`src/rtl/rs_pkg.sv`:
```
// Shared definitions for the reservation station: opcode encodings, default widths,
// a constant clog2 helper and the default-width entry layout used by decode.
package rs_pkg;

  localparam int unsigned RS_OP_W   = 4;
  localparam int unsigned RS_TAG_W  = 3;
  localparam int unsigned RS_DATA_W = 32;

  typedef enum logic [RS_OP_W-1:0] {
    RS_OP_ADD = 4'd0,
    RS_OP_LW  = 4'd1,
    RS_OP_SW  = 4'd2,
    RS_OP_BNE = 4'd3
  } rs_op_e;

  function automatic int unsigned clog2(input int unsigned n);
    int unsigned r;
    int unsigned v;
    r = 0;
    v = 1;
    while (v < n) begin
      v = v << 1;
      r++;
    end
    return r;
  endfunction

  typedef struct packed {
    logic                 valid;
    logic [RS_OP_W-1:0]   op;
    logic [RS_TAG_W-1:0]  rob;
    logic                 q1_busy;
    logic [RS_TAG_W-1:0]  q1;
    logic [RS_DATA_W-1:0] v1;
    logic                 q2_busy;
    logic [RS_TAG_W-1:0]  q2;
    logic [RS_DATA_W-1:0] v2;
    logic [RS_DATA_W-1:0] imm;
  } rs_entry_t;

endpackage

```
`src/rtl/rs_select.sv`:
```
// Oldest-ready picker: grants the ready entry that is older than every other ready entry.
module rs_select #(
  parameter int unsigned DEPTH = 4
) (
  input  logic [DEPTH-1:0]            ready_i,
  input  logic [DEPTH-1:0][DEPTH-1:0] older_i,
  output logic [DEPTH-1:0]            grant_o,
  output logic                        any_o
);

  logic [DEPTH-1:0] blocked;

  always_comb begin
    grant_o = '0;
    blocked = '0;
    for (int unsigned i = 0; i < DEPTH; i++) begin
      // Any other ready entry that row i is not older than blocks entry i.
      blocked    = ready_i & ~older_i[i];
      blocked[i] = 1'b0;
      grant_o[i] = ready_i[i] & ~(|blocked);
    end
  end

  assign any_o = |ready_i;

endmodule

```
`src/rtl/reservation_station.sv`:
```
// Parametrised reservation station: CDB wakeup, issue bypass, age-ordered dispatch.
// Optional synchronous flush port enabled by defining RS_FLUSH_EN.
module reservation_station
  import rs_pkg::*;
#(
  parameter int unsigned DEPTH   = 4,
  parameter int unsigned DATA_W  = RS_DATA_W,
  parameter int unsigned TAG_W   = RS_TAG_W,
  parameter int unsigned OP_W    = RS_OP_W,
  parameter int unsigned NUM_CDB = 2
) (
  input  logic                      clock,
  input  logic                      reset_n,
  input  logic                      issue_valid,
  output logic                      issue_ready,
  input  logic [OP_W-1:0]           issue_op,
  input  logic [TAG_W-1:0]          issue_rob,
  input  logic                      issue_q1_busy,
  input  logic [TAG_W-1:0]          issue_q1,
  input  logic [DATA_W-1:0]         issue_v1,
  input  logic                      issue_q2_busy,
  input  logic [TAG_W-1:0]          issue_q2,
  input  logic [DATA_W-1:0]         issue_v2,
  input  logic [DATA_W-1:0]         issue_imm,
  input  logic [NUM_CDB-1:0]        cdb_valid,
  input  logic [NUM_CDB*TAG_W-1:0]  cdb_tag,
  input  logic [NUM_CDB*DATA_W-1:0] cdb_data,
  output logic                      disp_valid,
  input  logic                      disp_ready,
  output logic [OP_W-1:0]           disp_op,
  output logic [TAG_W-1:0]          disp_rob,
  output logic [DATA_W-1:0]         disp_v1,
  output logic [DATA_W-1:0]         disp_v2,
  output logic [DATA_W-1:0]         disp_imm,
  output logic [clog2(DEPTH+1)-1:0] count
`ifdef RS_FLUSH_EN
  ,
  input  logic                      flush
`endif
);

  localparam int unsigned CNT_W = clog2(DEPTH + 1);
  localparam int unsigned IDX_W = clog2(DEPTH);

  typedef struct packed {
    logic [OP_W-1:0]   op;
    logic [TAG_W-1:0]  rob;
    logic              q1_busy;
    logic [TAG_W-1:0]  q1;
    logic [DATA_W-1:0] v1;
    logic              q2_busy;
    logic [TAG_W-1:0]  q2;
    logic [DATA_W-1:0] v2;
    logic [DATA_W-1:0] imm;
  } entry_t;

  logic [DEPTH-1:0]            valid_q, valid_d;
  entry_t                      ent_q [DEPTH];
  entry_t                      ent_d [DEPTH];
  logic [DEPTH-1:0][DEPTH-1:0] older_q, older_d;
  logic [CNT_W-1:0]            count_q, count_d;
  logic                        lock_q, lock_d;
  logic [DEPTH-1:0]            hold_q, hold_d;

  logic [DEPTH-1:0] ready, grant, sel;
  logic             any_ready, flush_w, issue_fire, disp_fire, free_found;
  logic [IDX_W-1:0] free_idx;
  entry_t           new_ent;

`ifdef RS_FLUSH_EN
  assign flush_w = flush;
`else
  assign flush_w = 1'b0;
`endif

  // Returns {busy, value} after snooping all buses; lowest-numbered matching bus wins.
  function automatic logic [DATA_W:0] snoop(
    input logic                      busy,
    input logic [TAG_W-1:0]          q,
    input logic [DATA_W-1:0]         v,
    input logic [NUM_CDB-1:0]        cv,
    input logic [NUM_CDB*TAG_W-1:0]  ct,
    input logic [NUM_CDB*DATA_W-1:0] cd
  );
    logic              hit;
    logic [DATA_W-1:0] val;
    hit = 1'b0;
    val = v;
    for (int unsigned k = 0; k < NUM_CDB; k++) begin
      if (busy && !hit && cv[k] && (ct[k*TAG_W +: TAG_W] == q)) begin
        hit = 1'b1;
        val = cd[k*DATA_W +: DATA_W];
      end
    end
    return {busy & ~hit, val};
  endfunction

  always_comb begin
    for (int unsigned i = 0; i < DEPTH; i++) begin
      ready[i] = valid_q[i] & ~ent_q[i].q1_busy & ~ent_q[i].q2_busy;
    end
  end

  rs_select #(
    .DEPTH(DEPTH)
  ) u_select (
    .ready_i (ready),
    .older_i (older_q),
    .grant_o (grant),
    .any_o   (any_ready)
  );

  // A stalled dispatch keeps its choice until accepted, so a newly ready older entry cannot preempt it.
  assign sel         = lock_q ? hold_q : grant;
  assign disp_valid  = lock_q | any_ready;
  assign issue_ready = (count_q < CNT_W'(DEPTH));
  assign issue_fire  = issue_valid & issue_ready & ~flush_w;
  assign disp_fire   = disp_valid & disp_ready & ~flush_w;
  assign count       = count_q;

  always_comb begin
    free_idx   = '0;
    free_found = 1'b0;
    for (int unsigned i = 0; i < DEPTH; i++) begin
      if (!valid_q[i] && !free_found) begin
        free_idx   = IDX_W'(i);
        free_found = 1'b1;
      end
    end
  end

  always_comb begin
    new_ent     = '0;
    new_ent.op  = issue_op;
    new_ent.rob = issue_rob;
    new_ent.q1  = issue_q1;
    new_ent.q2  = issue_q2;
    new_ent.imm = issue_imm;
    {new_ent.q1_busy, new_ent.v1} = snoop(issue_q1_busy, issue_q1, issue_v1, cdb_valid, cdb_tag, cdb_data);
    {new_ent.q2_busy, new_ent.v2} = snoop(issue_q2_busy, issue_q2, issue_v2, cdb_valid, cdb_tag, cdb_data);
  end

  always_comb begin
    disp_op  = '0;
    disp_rob = '0;
    disp_v1  = '0;
    disp_v2  = '0;
    disp_imm = '0;
    for (int unsigned i = 0; i < DEPTH; i++) begin
      if (sel[i]) begin
        disp_op  = disp_op  | ent_q[i].op;
        disp_rob = disp_rob | ent_q[i].rob;
        disp_v1  = disp_v1  | ent_q[i].v1;
        disp_v2  = disp_v2  | ent_q[i].v2;
        disp_imm = disp_imm | ent_q[i].imm;
      end
    end
  end

  always_comb begin
    valid_d = valid_q;
    ent_d   = ent_q;
    older_d = older_q;
    count_d = count_q + CNT_W'(issue_fire) - CNT_W'(disp_fire);
    lock_d  = disp_valid & ~disp_ready & ~flush_w;
    hold_d  = sel;

    for (int unsigned i = 0; i < DEPTH; i++) begin
      if (valid_q[i]) begin
        {ent_d[i].q1_busy, ent_d[i].v1} = snoop(ent_q[i].q1_busy, ent_q[i].q1, ent_q[i].v1, cdb_valid, cdb_tag, cdb_data);
        {ent_d[i].q2_busy, ent_d[i].v2} = snoop(ent_q[i].q2_busy, ent_q[i].q2, ent_q[i].v2, cdb_valid, cdb_tag, cdb_data);
      end
    end

    if (disp_fire) begin
      for (int unsigned i = 0; i < DEPTH; i++) begin
        if (sel[i]) begin
          valid_d[i] = 1'b0;
          older_d[i] = '0;
          for (int unsigned r = 0; r < DEPTH; r++) older_d[r][i] = 1'b0;
        end
      end
    end

    // Column uses post-dispatch validity so an entry leaving this cycle is not recorded as older.
    if (issue_fire) begin
      older_d[free_idx] = '0;
      for (int unsigned r = 0; r < DEPTH; r++) older_d[r][free_idx] = valid_d[r];
      valid_d[free_idx] = 1'b1;
      ent_d[free_idx]   = new_ent;
    end

    if (flush_w) begin
      valid_d = '0;
      older_d = '0;
      count_d = '0;
    end
  end

  always_ff @(posedge clock or negedge reset_n) begin
    if (!reset_n) begin
      valid_q <= '0;
      older_q <= '0;
      count_q <= '0;
      lock_q  <= 1'b0;
      hold_q  <= '0;
      for (int unsigned i = 0; i < DEPTH; i++) ent_q[i] <= '0;
    end else begin
      valid_q <= valid_d;
      older_q <= older_d;
      count_q <= count_d;
      lock_q  <= lock_d;
      hold_q  <= hold_d;
      for (int unsigned i = 0; i < DEPTH; i++) ent_q[i] <= ent_d[i];
    end
  end

endmodule

```
`config.mk`:
```
export PLATFORM = sky130hd
export DESIGN_NAME = reservation_station
export DESIGN_NICKNAME = d
export VERILOG_FILES = /design/src/rtl/rs_pkg.sv /design/src/rtl/rs_select.sv /design/src/rtl/reservation_station.sv
export SDC_FILE = /design/constraint.sdc
export NUM_CORES = 1
export LEC_CHECK = 0
export BUFFER_PORTS_ARGS = -buffer_cell sky130_fd_sc_hd__buf_2
export CORE_ASPECT_RATIO = 1.25
export CORE_MARGIN = 2
export CORE_UTILIZATION = 30
export CTS_CLUSTER_DIAMETER = 50
export DETAILED_ROUTE_END_ITERATION = 10
export GPL_TIMING_DRIVEN = 0
export PLACE_DENSITY = 0.57
export SLEW_MARGIN = 10
export SYNTH_ARGS = -nofsm -noshare
export SYNTH_HDL_FRONTEND = slang
export SYNTH_SLANG_ARGS = --single-unit
```
`constraint.sdc`:
```
create_clock -name clock -period 5.8 [get_ports clock]
set_clock_uncertainty 0.1 [all_clocks]
set_input_delay 0.87 -clock clock [delete_from_list [all_inputs] [get_ports clock]]
set_output_delay 0.87 -clock clock [all_outputs]
set_load 0.005 [all_outputs]
```
* Word-level counts from Yosys, hierarchy flattened *
Cells that the tools add are included.

word-level totals
  output and inout port bits = 108
  bits in registers = 472
  word-level logic and storage cells = 351
  input bits = 187

operators by class
  equality and inequality tests = 20
  reduce and logical (&&, ||, !) cells = 75
  bitwise operators = 76
  magnitude comparators = 5
  mux-type cells = 129
  add/subtract/negate cells = 2

operator list
  kind               count
  $mux 32            36
  $bwmux 444         1
  $mux 437           1
  $or 32x32->32      9
  $demux 111 s2      1
  $mux 33            4
  $mux 111           1
  $eq 3x3->1         20
  $mux 1             59
  $logic_and 1x1->1  55
  $mux 4             10
  $mux 16            2
  $and 1x1->1        25
  $not 1->1          23
  $and 16x16->16     1
  $bwmux 4           4
  $not 16->16        1
  $or 4x4->4         4
  $logic_not 1->1    15
  $and 4x4->4        3
  $mux 3             4
  $not 4->4          3
  $reduce_or 3->1    4
  $mux 5             2
  16 further kinds   19

* Logic depth before layout (Yosys ltp) *
  depth in word-level cells = 17
  depth in mapped cells = 13
  depth with buffers taken out = 11

* By module *
Synthesis repeated with hierarchy kept, for this count alone.

unflattened totals
  cells, all modules = 3051
  area, all modules = 27067.2 um^2

modules (own cells, without submodules)
  module               sequential area each (um^2)  times used  area an instance (um^2)  cells an instance
  reservation_station  11811.3                      1           26949.6                  3036
  rs_select            0.0                          1           117.6                    15

* Worst setup path before layout *
Ideal clock, no wire load.

  path type = reg2out
  start = reg ent_q[103] (netlist name)
  end = out disp_v1[10]
  path buffers = 3
  required time = 4.830 ns
  arrival time = 1.977 ns
  cell stages (with the launch flop) = 8
  path slack = 2.853 ns
  cell sequence = dfrtp_1 > or3b_1 > clkbuf_1 > o41ai_4 > buf_2 > buf_2 > nand2_1 > nand2_1

on the way
  cells in the longest elaborated chain, start to end = 15
  elaborated cells between the ends (all ways) = 24
  those cells by class = mux: 5; bitwise: 16; reduce/logical: 3

RTL lines
  what                        line                        text
  $not 1->1 *                 reservation_station.sv:100  ready[i] = valid_q[i] & ~ent_q[i].q1_busy & ~ent_q[i].q2_busy;
  $and 1x1->1 * (2 in a row)  reservation_station.sv:100
  $and 4x4->4                 rs_select.sv:18             blocked = ready_i & ~older_i[i];
  $reduce_or 3->1             rs_select.sv:20             grant_o[i] = ready_i[i] & ~(|blocked);
  $not 1->1                   rs_select.sv:20
  $and 1x1->1                 rs_select.sv:20
  $mux 4 *                    reservation_station.sv:114  assign sel = lock_q ? hold_q : grant;
  $mux 32                     reservation_station.sv:150  if (sel[i]) begin
  $or 32x32->32               reservation_station.sv:153  disp_v1 = disp_v1 | ent_q[i].v1;
  $mux 32                     reservation_station.sv:150
  $or 32x32->32               reservation_station.sv:153
  $mux 32                     reservation_station.sv:150
  $or 32x32->32               reservation_station.sv:153
  $mux 32 *                   reservation_station.sv:150
  to (decl)                   reservation_station.sv:32   output logic [DATA_W-1:0] disp_v1,

Every way passes the cells marked *; elsewhere a longest branch is shown, timed or not.

* Worst setup path in the final report *
  start = reg ent_q[103] (netlist name)
  end = out disp_v1[21]

on the way
  cells in the longest elaborated chain, start to end = 15
  elaborated cells between the ends (all ways) = 24
  those cells by class = mux: 5; bitwise: 16; reduce/logical: 3

RTL lines
  what                        line
  $not 1->1 *                 reservation_station.sv:100
  $and 1x1->1 * (2 in a row)  reservation_station.sv:100
  $and 4x4->4                 rs_select.sv:18
  $reduce_or 3->1             rs_select.sv:20
  $not 1->1                   rs_select.sv:20
  $and 1x1->1                 rs_select.sv:20
  $mux 4 *                    reservation_station.sv:114
  $mux 32                     reservation_station.sv:150
  $or 32x32->32               reservation_station.sv:153
  $mux 32                     reservation_station.sv:150
  $or 32x32->32               reservation_station.sv:153
  $mux 32                     reservation_station.sv:150
  $or 32x32->32               reservation_station.sv:153
  $mux 32 *                   reservation_station.sv:150

Marked as above.

==> impl_results.md <==
* Leak Pwr at 16.5 nW
* Final setup vio count at 0
* First-pass GRT wire length at 175 mm
* WHS Path Cells at 2
* Syn_area_per_cell at 8.81 um2
* Core Region at 88400 um2
* Layout cells sized above 1 at 14.8%
* Sequential-to-total area share from yosys stat at 43.8%
* Critical path arrival at 4.48 ns
* Power Dens Cells at 308 nW/um2
* Area delta synth->final at 19.3%
* CTS Buf Count at 69
* Type of the worst min-delay path: input port to register
* DIE WIDTH at 271 um
* Post-route cell area at 31900 um2
* DRT Wirelength at 120 mm
* Longest Clk Path Bufs at 3
* Critical Path, Cell by Cell: or3b_1 -> clkbuf_1 -> o41ai_4 -> buf_2 -> buf_2 -> nand2_1 -> nand2_1 -> buf_2
* Post-DR wirelength/cell at 26.2 um
* Final hold vios at 0
* Vias in the first global route at 25.9k
* Post-cts repair resize count at 0
* Top-count cell post-synth: nand2_1
* Via density per instance at 5.78
* Final worst-path cycle share at 94.0%
* FP Rows at 122
* Worst skew pair latency at 0.61 ns
* Post-synth top area cell: dfrtp_1
* Max incr delay on CP at 1.19 ns
* Synth warn at 0
* Synth top cells by count: nand2_1 (886), dfrtp_1 (468), a221oi_1 (199), mux2i_1 (199), nor2_1 (197)
* Switch share at 29.8%
* Detailed-route via count at 26.4k
* Status: finished clean
* Share of flip-flops with an asynchronous set or reset at 100%
* CTS clk-pin slew, worst paths at 0.06 ns
* Worst hold slack at 0.320 ns
* Initial DRC count at 3230
* CP Capture Type: output port
* Peak Freq at 0.183 GHz
* Synth top area cells: dfrtp_1 (44%), nand2_1 (12%), mux2i_1 (7.5%), a221oi_1 (6.5%), o21a_1 (4.8%)
* Clock power share at 44.7%
* Worst vdd ir at 0.189 mV
* CTS root buffer: clkbuf_16
* Sw Pwr at 2.92 mW
* Initial cell density of the core at 30.2%
* Startpoint Class: register
* Syn Inst Count at 3032
* CP Buf/Inv Count at 4
* IO Pins at 295
* Final core occ at 36.1%
* Die area at 91500 um2
* Reg2reg path depth at 7
* Slew Viols, Final at 0
* Global Route Usage Sum at 25.5%
* Post-Syn Area at 26700 um2
* Internal at 6.89 mW
* TritonCTS Sinks at 468
* Largest net degree at the start of global routing at 104
* Logic pwr share at 15.5%
* DP Wirelength at 84.1 mm
* Initial antenna violation count at 23
* CP dominant cell by count: buf_2
* Port Buffers at 228
* Final net count at 3527
* Worst Path Required at 4.83 ns
* Flops & latches, synth at 468
* # DRC at 0
* CTS tree: done
* Remaining global-route overflow at 0
* RSZ-0062 raised after global routing: false
* Worst Tran Pin Value at 1.32 ns
* Maxcap violations at 0
* Top cell family by delay on the critical path: buffers and inverters
* First-pass DRT Iterations at 9
* GPL Wtd Cong at 0.942
* Post-route ant nets at 0
* Die Y at 338 um
* Post-synth net total at 3222
* WS Path Type: register to output port
* Top fanout value on the critical path at 10
* Final min period at 5.45 ns
* Synth unique cells at 80
* Placement Cell Area at 29500 um2
* CP max-delay cell: o41ai_4
* Dominant synthesized flop cell: dfrtp_1
* Setup_tns at 0 ns
* Relative slew slack at 11.2%
* CP Depth at 8
* CTS H-tree lvls at 3
* Number of enable flip-flop cells after synthesis at 0
* Flop pwr share at 39.8%
* Post-synth top area share at 43.8%
[worst paths after layout]
| path | to | from | slack [ns] |
|---|---|---|---|
| setup / recovery | disp_v1[21] | ent_q[103] | 0.35 |
| hold / removal | lock_q | disp_ready | 0.32 |
| setup reg to reg | ent_q[411] | count[2] | 1.90 |
| hold reg to reg | ent_q[23] | ent_q[23] | 0.37 |
| max in group asynchronous | ent_q[364] | reset_n | 3.80 |
| min in group asynchronous | ent_q[72] | reset_n | 0.57 |
[cells in the final DEF, fill, tap and decap left out, drive strengths merged, types with 13 or more instances in the layout]
| master | netlist | routed |
|---|---|---|
| a211oi | 25 | 25 |
| a21oi | 51 | 51 |
| a221oi | 200 | 200 |
| a222oi | 103 | 103 |
| a32o | 22 | 22 |
| buf | 147 | 380 |
| clkbuf | 158 | 249 |
| clkinv | 2 | 16 |
| dfrtp | 468 | 468 |
| inv | 75 | 81 |
| mux2i | 199 | 199 |
| nand2 | 886 | 886 |
| nand3 | 32 | 32 |
| nor2 | 197 | 197 |
| nor3 | 35 | 35 |
| o211a | 21 | 21 |
| o21a | 170 | 170 |
| o21ai | 13 | 13 |
| o22ai | 41 | 41 |
| xnor2 | 32 | 32 |
| xor2 | 30 | 30 |
[sequential cells by signal, summed over array words and instances, names as in the netlist]
register	flops
count	3
ent_q	444
hold_q	4
lock_q	1
older_q	12
valid_q	4
[repair_timing]
action,CTS,global route
endpoints found under the hold margin,6,0
hold buffers,1,0
buffers inserted,0,0
[power groups by stage]
stage / Sequential (mW) / Clock [mW] / Combinational [mW]
after floorplan: 3.87 / 0 / 0.951
after global placement: 3.94 / 0 / 1.45
after detailed placement: 3.94 / 0 / 1.50
after CTS: 3.89 / 4.43 / 1.50
after global routing: 3.94 / 4.56 / 1.66
final: 3.90 / 4.39 / 1.52
[logic make-up after synthesis]
kind of cell,synth area share (%)
buf+inv,6.03
mux,7.54
simple gates,18.1
flops,43.8
fa+ha+maj,0.169
xor+xnor,2.03
compound gates,22.3
[layout make-up]
cell class	instances	area, um2
Antenna cell	1	2.50
Buffer	305	1320
Clock buffer	91	2010
Clock inverter	33	365
Fill cell	9221	56500
Inverter	77	289
Multi-Input combinational cell	2182	13400
Sequential cell	468	11700
Tap cell	1178	1470
Timing Repair Buffer	234	1300
[per-stage QoR]
stage / total power, mW / setup slack, ns / cells
after floorplan: 4.82 / 2.85 / 3032
after global placement: 5.39 / -6.67 / 4438
after detailed placement: 5.44 / 1.16 / 4443
after CTS: 9.82 / 0.510 / 4568
after global routing: 10.2 / 0.341 / 4569
final: 9.81 / 0.346 / 4569
[per-layer routing]
layer  wire (um)  share of wire, %  global-route usage, %
met5         184              0.15                      0
met1       45600                38                   31.3
met2       56100                47                   42.0
met4        5520               4.6                   11.5
met3       12600                10                   6.57
Power figures use the tool's default switching activity.
